**config.mk**
```make
export PLATFORM = sky130hd
export DESIGN_NAME = rom_token_reader
export DESIGN_NICKNAME = d
export VERILOG_FILES = /design/src/rtl/rom_token_reader.sv
export SDC_FILE = /design/constraint.sdc
export NUM_CORES = 1
export LEC_CHECK = 0
export CAP_MARGIN = 20
export CORE_UTILIZATION = 35
export CTS_BUF_LIST = sky130_fd_sc_hd__clkbuf_8 sky130_fd_sc_hd__clkbuf_16
export CTS_CLUSTER_DIAMETER = 40
export DETAILED_ROUTE_END_ITERATION = 10
export PLACE_DENSITY = 0.65
export SYNTH_ARGS = -nofsm -noshare
export SYNTH_HDL_FRONTEND = slang
export SYNTH_SLANG_ARGS = --single-unit
```
**constraint.sdc**
```tcl
create_clock -name clk -period 6.3 [get_ports clk]
set_input_delay 1.26 -clock clk [delete_from_list [all_inputs] [get_ports clk]]
set_output_delay 1.26 -clock clk [all_outputs]
set_load 0.005 [all_outputs]
```
**src/rtl/rom_token_reader.sv**
```systemverilog
// Walks a combinational expression ROM from address 0 and folds decimal digit runs into operands.
// Emits operand/operator tokens over valid/ready and stops at the '#' terminator.
module rom_token_reader #(
  parameter int DEPTH = 100,
  parameter int AW    = 7,
  parameter int DW    = 8,
  parameter int VW    = 16
) (
  input  logic          clk,
  input  logic          rst,
  input  logic          start,
  output logic [AW-1:0] rom_index,
  input  logic [DW-1:0] rom_data,
  output logic          tok_valid,
  input  logic          tok_ready,
  output logic          tok_is_op,
  output logic [VW-1:0] tok_value,
  output logic [1:0]    tok_op,
  output logic          busy,
  output logic          done,
  output logic          error
);

  typedef enum logic [2:0] {
    S_IDLE, S_SCAN, S_EMIT_NUM, S_EMIT_OP, S_EMIT_LAST, S_DONE, S_ERR
  } state_t;

  localparam logic [AW-1:0] END_IDX = AW'(DEPTH);

  state_t        state_q, state_d;
  logic [AW-1:0] rom_index_q, rom_index_d;
  logic [VW-1:0] acc_q, acc_d;
  logic          have_num_q, have_num_d;
  logic [1:0]    op_q, op_d;

  logic          is_digit, is_oper, is_end;
  logic [DW-1:0] op_off;
  logic [VW+3:0] acc_next;

  assign is_digit = rom_data < DW'(10);
  assign is_end   = rom_data == DW'(10);
  assign is_oper  = (rom_data >= DW'(11)) && (rom_data <= DW'(14));
  assign op_off   = rom_data - DW'(11);
  // Widened so an overflowing accumulation is visible instead of wrapping.
  assign acc_next = (VW+4)'(acc_q) * (VW+4)'(10) + (VW+4)'(rom_data[3:0]);

  // NOTE: every variable gets a default first so no path through the case infers a latch.
  always_comb begin
    state_d     = state_q;
    rom_index_d = rom_index_q;
    acc_d       = acc_q;
    have_num_d  = have_num_q;
    op_d        = op_q;
    unique case (state_q)
      S_IDLE, S_DONE, S_ERR: begin
        if (start) begin
          state_d     = S_SCAN;
          rom_index_d = '0;
          acc_d       = '0;
          have_num_d  = 1'b0;
        end
      end
      S_SCAN: begin
        if (rom_index_q == END_IDX) begin
          state_d = S_ERR;
        end else if (is_digit) begin
          if (acc_next[VW+3:VW] != 4'd0) begin
            state_d = S_ERR;
          end else begin
            acc_d       = acc_next[VW-1:0];
            have_num_d  = 1'b1;
            rom_index_d = rom_index_q + AW'(1);
          end
        end else if (is_oper) begin
          if (have_num_q) begin
            op_d        = op_off[1:0];
            state_d     = S_EMIT_NUM;
            rom_index_d = rom_index_q + AW'(1);
          end else begin
            state_d = S_ERR;
          end
        end else if (is_end) begin
          state_d = have_num_q ? S_EMIT_LAST : S_ERR;
        end else begin
          state_d = S_ERR;
        end
      end
      S_EMIT_NUM: begin
        if (tok_ready) begin
          state_d    = S_EMIT_OP;
          acc_d      = '0;
          have_num_d = 1'b0;
        end
      end
      S_EMIT_OP: begin
        if (tok_ready) state_d = S_SCAN;
      end
      S_EMIT_LAST: begin
        if (tok_ready) state_d = S_DONE;
      end
      default: state_d = S_IDLE;
    endcase
  end

  // NOTE: state registers use non-blocking assignments so all flops update together at the edge.
  always_ff @(posedge clk) begin
    if (rst) begin
      state_q     <= S_IDLE;
      rom_index_q <= '0;
      acc_q       <= '0;
      have_num_q  <= 1'b0;
      op_q        <= 2'd0;
    end else begin
      state_q     <= state_d;
      rom_index_q <= rom_index_d;
      acc_q       <= acc_d;
      have_num_q  <= have_num_d;
      op_q        <= op_d;
    end
  end

  assign rom_index = rom_index_q;
  assign tok_valid = (state_q == S_EMIT_NUM) || (state_q == S_EMIT_OP) || (state_q == S_EMIT_LAST);
  assign tok_is_op = state_q == S_EMIT_OP;
  assign tok_value = ((state_q == S_EMIT_NUM) || (state_q == S_EMIT_LAST)) ? acc_q : '0;
  assign tok_op    = (state_q == S_EMIT_OP) ? op_q : 2'd0;
  assign busy      = !((state_q == S_IDLE) || (state_q == S_DONE) || (state_q == S_ERR));
  assign done      = state_q == S_DONE;
  assign error     = state_q == S_ERR;

endmodule

```
==> impl_metrics.env, run 1 <==
export IMPL_status="complete, no violations"
export IMPL_cp_arrival_ps=5160
export IMPL_r2r_setup_slack_ps=1330
export IMPL_p_leak_uw=0.00147
export IMPL_final_cell_mix="clkdlybuf4s50_1, ha_1, nor2_1, dfxtp_1, and2_1"
export IMPL_max_cap_viol_count=0
export IMPL_finClkSkew_ps=8.63
export IMPL_finalCritPeriodShare_pct=79.2
export IMPL_fillers=840
export IMPL_critPathLaunchType="primary input"
export IMPL_port_buffers=41
export IMPL_crit_required_ps=6470
export IMPL_hold_path_class="reg2reg"
export IMPL_h_tree_depth=2
export IMPL_min_to="op_q[1]$_SDFFE_PP0P_"
export IMPL_cts_tree="yes"
export IMPL_stdcell_area_um2=3460
export IMPL_ioPinCount=42
export IMPL_yosys_warnings=0
export IMPL_period_minus_slack_ps=4990
export IMPL_place_area_um2=3380
export IMPL_vias_per_cell=5.42
export IMPL_rsz0062_at_grt="false"
export IMPL_synth_seq_cells=29
export IMPL_path_cells="clkdlybuf4s50_1, ha_1, fa_1, a21oi_1, nor2b_1, and3_1, nand4b_1, nand3b_1, or4_1, a221oi_2, a21oi_1, o21a_1, a22o_2"
export IMPL_rows=33
export IMPL_worst_path_most_repeated_cell="a21oi_1"
export IMPL_path_clk_slew_ps=70
export IMPL_root_buffer="clkbuf_8"
export IMPL_cts_buffers=5
export IMPL_clock_latency_ps=280
export IMPL_grt_pass1_vias=2451
export IMPL_wire_per_inst_um=14.1
export IMPL_layout_commonest_cell="clkdlybuf4s50_1"
export IMPL_post_dp_hpwl_um=5520
export IMPL_drc_errors=0
export IMPL_post_cts_repair_setup_buffers=0
export IMPL_worstMarginPinSlew_ps=851
export IMPL_die_w_um=93.5
export IMPL_antenna_found_initial=0
export IMPL_postCtsResizedCells=0
export IMPL_grt_usage_pct=16.8
export IMPL_slew_headroom_pct=43.1
export IMPL_core_area_um2=8180
export IMPL_async_reset_ff_share_pct=0
export IMPL_via_count=2643
export IMPL_min_from="op_q[1]$_SDFFE_PP0P_"
export IMPL_ys_seq_area_share_pct=19.8
export IMPL_slowest_stage="a221oi_2"
export IMPL_ir_worst_vdd_mv=0.102
export IMPL_drt_iter0_markers=137
export IMPL_critPathMaxStageDelay_ps=610
export IMPL_synthCells=347
export IMPL_synthesis_nets=396
export IMPL_drive_above_1_share_pct=7.31
export IMPL_crit_type="in2reg"
export IMPL_holdBufCountCts=0
export IMPL_path_max_fanout=17
export IMPL_area_delta_synth_final_pct=18.2
export IMPL_grt_max_degree=18
export IMPL_dieArea_um2=8740
export IMPL_grt_pass1_wl_um=11800
export IMPL_rr_startpoint="acc_q[1]$_SDFFE_PP0P_"
export IMPL_postRouteAntennaNets=0
export IMPL_initial_core_util_pct=35.8
export IMPL_clock_sinks=29
export IMPL_worstSetupEndpointType="register"
export IMPL_wl_um=6890
export IMPL_setup_tns_final_ps=0
export IMPL_n_antenna_cell=0
export IMPL_syn_area_per_cell_um2=8.44
export IMPL_globalRoute_totalOverflow=0
export IMPL_report_final_setup_viol=0
export IMPL_synth_flop_cell="dfxtp_1"
export IMPL_r2r_end="acc_q[8]$_SDFFE_PP0P_"
export IMPL_final_hold_viol_count=0
export IMPL_first_pass_iters=4
export IMPL_drv_slew=0
export IMPL_die_h_um=93.5
export IMPL_cts_buffer_depth=2
export IMPL_nets=431
export IMPL_synth_edf_count=0
export IMPL_powerDensity_nw_per_um2=183
export IMPL_worstHoldPathCells=2
export IMPL_gp_congestion=0.832
export IMPL_max_freq_mhz=200
export IMPL_netlist_area_um2=2930
export IMPL_r2r_cells=13
export IMPL_synth_distinct_cells=66
-- Yosys cell counts (all sizes together), types with 7 or more instances --
| library cell | count | share of area, % |
|---|---|---|
| a21oi | 14 | 2.4 |
| a22o | 16 | 5.1 |
| and2 | 21 | 4.5 |
| clkbuf | 7 | 0.90 |
| dfxtp | 29 | 20 |
| ha | 35 | 15 |
| inv | 15 | 1.9 |
| nand2 | 17 | 2.2 |
| nand3 | 8 | 1.4 |
| nor2 | 30 | 4.1 |
| nor2b | 7 | 1.5 |
| o21ai | 19 | 3.5 |
| xnor2 | 18 | 5.4 |
| xor2 | 10 | 3.0 |
-- area by class of cell --
cell class	instances	area (um^2)	share of cell area, %
clock inverters	3	13.8	0.397
repair buffers	41	410	11.8
inverters	15	56.3	1.63
multi-input cells	290	2200	63.6
well taps	105	131	3.79
flip-flops and latches	29	581	16.8
clock buffers	5	68.8	1.99
-- how the worst max path moves through the flow --
stage | start | end | slack (ps) | depth (start not counted)
3_3_place_gp | rom_data[1] | acc_q[10]$_SDFFE_PP0P_ | 1120 | 13
3_5_place_dp | rom_data[1] | acc_q[13]$_SDFFE_PP0P_ | 1060 | 13
5_1_grt | rom_data[1] | acc_q[8]$_SDFFE_PP0P_ | 960 | 13
2_1_floorplan | acc_q[1]$_SDFFE_PP0P_ | acc_q[7]$_SDFFE_PP0P_ | 2150 | 15
6_report | rom_data[1] | acc_q[8]$_SDFFE_PP0P_ | 1310 | 13
4_1_cts | rom_data[1] | acc_q[11]$_SDFFE_PP0P_ | 1340 | 13
-- stage by stage --
step / instances / setup WS, ps / util, % / power [uW] / hold WS, ps
2_1_floorplan: 347 / 2150 / - / 421 / 469
3_3_place_gp: 480 / 1120 / 41.4 / 492 / 489
3_5_place_dp: 480 / 1060 / 41.4 / 492 / 492
4_1_cts: 488 / 1340 / 42.4 / 636 / 501
5_1_grt: 488 / 965 / 42.4 / 687 / 512
6_report: 488 / 1310 / 42.4 / 634 / 499
-- power breakdown --
group	total (uW)	switching, uW	internal (uW)
logic	262	153	110
clock network	144	69.5	74.7
registers	227	30.9	196
-- cells by family (layout without fill, tap and decap cells) --
kind of cell | count (synthesis) | in the layout | share of synthesized area, %
flip-flops | 29 | 29 | 19.8
AND/OR/NAND/NOR | 124 | 124 | 23.4
multiplexers | 1 | 1 | 0.342
XOR/XNOR | 29 | 29 | 9.14
buffers and inverters | 28 | 64 | 5.00
adder cells (fa/ha/maj) | 38 | 38 | 16.7
AO/OA/AOI/OAI | 98 | 98 | 25.7
-- routing by layer --
metal  global-route usage [%]  routed length, um
met1                     23.6               3470
met2                     26.6               3190
met3                     2.76                163
met4                     3.72                 68
met5                        0                  0
-- flip-flops by register name, indices dropped and copies added (netlist names) --
register,cells
rom_index,7
state_q,3
acc_q,16
have_num_q,1
op_q,2
-- critical path: cells and delay by family --
kind            cells  cell delay, ps
buf+inv             1             570
fa+ha+maj           2             440
compound gates      5            1510
simple gates        5            1370
(Power assumes the default switching activity.)
==> run 2, diff against run 1 <==
PLACE_DENSITY = 0.67   (was 0.65)
clock period = 4.35 ns   (was 6.3 ns; I/O delays follow)
==> run 2 against run 1 <==
Net effect:
- via count rose by 4.8%
- non-clock buffer count increased by 17
- largest power group unchanged
- sequential share of layout area decreased by 1.3 points
- combinational power is 77% higher
- critical path depth up 3
==> impl_metrics.env, run 2 (same netlist as run 1, synthesis figures left out) <==
export IMPL_status="complete, no violations"
export IMPL_final_cell_mix="clkdlybuf4s50_1, nor2_1, ha_1, dfxtp_1, and2_1"
export IMPL_drv_slew=0
export IMPL_dieArea_um2=8740
export IMPL_hold_path_class="reg2reg"
export IMPL_max_freq_mhz=240
export IMPL_postRouteAntennaNets=0
export IMPL_timing_hold_ws_ps=494
export IMPL_drt_iter0_markers=126
export IMPL_first_pass_iters=4
export IMPL_fillers=812
export IMPL_die_h_um=93.5
export IMPL_worstMarginPinSlew_ps=949
export IMPL_grt_pass1_vias=2555
export IMPL_wl_um=7650
export IMPL_port_buffers=41
export IMPL_path_clk_slew_ps=70
export IMPL_crit_family="compound AO/OA/AOI/OAI gates"
export IMPL_crit_type="reg2reg"
export IMPL_path_cells="ha_4, ha_4, fa_1, a21o_1, buf_4, a221oi_2, o21ai_0, xor2_1, nand3_1, or4b_4, a221oi_4, buf_4, buf_2, o21ai_0, xnor2_1, nor2_1"
export IMPL_area_delta_synth_final_pct=29.5
export IMPL_drc_errors=0
export IMPL_antenna_found_initial=0
export IMPL_rows=33
export IMPL_clock_sinks=29
export IMPL_slowest_stage="or4b_4"
export IMPL_regMostFlops="acc_q"
export IMPL_clock_latency_ps=290
export IMPL_largest_reg_flops=16
export IMPL_topRoutingLayerUsed="met4"
export IMPL_post_dp_hpwl_um=5640
export IMPL_grt_pass1_wl_um=11800
export IMPL_vias_per_cell=5.46
export IMPL_p_leak_uw=0.00158
export IMPL_powerDensity_nw_per_um2=276
export IMPL_crit_required_ps=4520
export IMPL_die_w_um=93.5
export IMPL_route_layer_met1_wl_um=3750
export IMPL_ioPinCount=42
export IMPL_final_hold_viol_count=0
export IMPL_period_minus_slack_ps=4170
export IMPL_worstPathBufferInverterCount=3
export IMPL_path_max_fanout=5
export IMPL_max_cap_viol_count=0
export IMPL_drive_above_1_share_pct=17.2
export IMPL_nets=450
export IMPL_layout_commonest_cell="clkdlybuf4s50_1"
export IMPL_cts_buffers=5
export IMPL_cts_tree="yes"
export IMPL_placed_cells=491
export IMPL_core_area_um2=8180
export IMPL_h_tree_depth=2
export IMPL_wl_met2_um=3580
export IMPL_via_count=2770
export IMPL_root_buffer="clkbuf_8"
export IMPL_wire_per_inst_um=15.1
export IMPL_report_final_setup_viol=0
export IMPL_final_cells=507
export IMPL_critPathMaxStageDelay_ps=590
export IMPL_slew_headroom_pct=36.5
export IMPL_finalCritPeriodShare_pct=95.9
export IMPL_globalRoute_totalOverflow=0
export IMPL_place_worst_setup_slack_ps=-71.1
export IMPL_initial_core_util_pct=35.8
export IMPL_cts_buffer_depth=2
export IMPL_finClkSkew_ps=9.52
export IMPL_critPathLaunchType="register"
export IMPL_ir_worst_vdd_mv=0.142
export IMPL_wl_met3_um=239
export IMPL_n_antenna_cell=0
export IMPL_worstSetupEndpointType="register"
export IMPL_grt_usage_pct=16.9
export IMPL_grt_max_degree=18
export IMPL_fin_ws_ps=179
export IMPL_gp_congestion=0.839
export IMPL_cp_arrival_ps=4350
==> run 2: changes by cell type in the layout (fill, tap and decap cells not counted), moves of 2 or more <==
cell      delta
clkbuf_8     +2
o21a_4       +2
ha_1         -6
a21oi_1      -2
buf_4       +13
o21ai_0      -2
dfxtp_1      -5
dfxtp_2      +5
ha_2         +3
ha_4         +3
==> run 2: worst paths after layout <==
kind | start | end | slack (ps) | cells past startpoint
setup / recovery | acc_q[1]$_SDFFE_PP0P_ | rom_index[4]$_SDFFE_PP0P_ | 180 | 16
hold / removal | op_q[1]$_SDFFE_PP0P_ | op_q[1]$_SDFFE_PP0P_ | 490 | 2
setup reg to reg | acc_q[1]$_SDFFE_PP0P_ | rom_index[4]$_SDFFE_PP0P_ | 180 | 16
hold reg to reg | op_q[1]$_SDFFE_PP0P_ | op_q[1]$_SDFFE_PP0P_ | 490 | 2
==> run 2: metal layers <==
metal | vias up | global-route usage, %
met5 | - | 0
met4 | 0 | 4.74
met3 | 7 | 2.76
met2 | 50 | 27.0
met1 | 1314 | 23.3
li1 | 1399 | -
==> run 2: layout make-up <==
type                    count  area, um^2  share of cell area, %
clock inverters             1        5.00                  0.132
well taps                 105         131                   3.46
repair buffers             58         569                   15.0
inverters                  15        56.3                   1.48
flip-flops and latches     29         587                   15.5
clock buffers               7        96.3                   2.54
multi-input cells         292        2350                   61.9
==> run 2: repair_timing <==
item | CTS | global route
hold buffers | 0 | 0
resized for setup | 1 | 31
cloned | 0 | 4
setup buffers | 0 | 4
setup endpoints to repair | 16 | 27
pin swaps | 0 | 8
==> run 2: stage by stage <==
| step | TNS (ps) | power [uW] | util (%) | cell area [um^2] |
|---|---|---|---|---|
| global route | -21.0 | 1110 | 46.4 | 3790 |
| finish | 0 | 1050 | 46.4 | 3790 |
| global placement | 0 | 720 | 42.5 | 3480 |
| detailed placement | -762 | 720 | 42.5 | 3480 |
| floorplan | 0 | 610 | - | 2930 |
| CTS | 0 | 974 | 43.8 | 3580 |
==> run 2: where the power goes <==
| group | switching, uW | internal (uW) | total [uW] |
|---|---|---|---|
| sequential | 46.4 | 284 | 331 |
| clock | 107 | 143 | 250 |
| combinational | 272 | 194 | 465 |
| total | 425 | 621 | 1050 |
==> run 2: tightest hold or removal path: cells and delay by family (launching register included) <==
| family | cells | cell delay (ps) |
|---|---|---|
| AO/OA/AOI/OAI | 1 | 50 |
| flip-flops | 1 | 310 |
| AND/OR/NAND/NOR | 1 | 90 |
==> run 3, diff against run 2 <==
SKIP_LAST_GASP = 1   (was not set)
==> results of run 3 <==
Same layout as run 2: the final DEF is identical, and so are final timing and power.
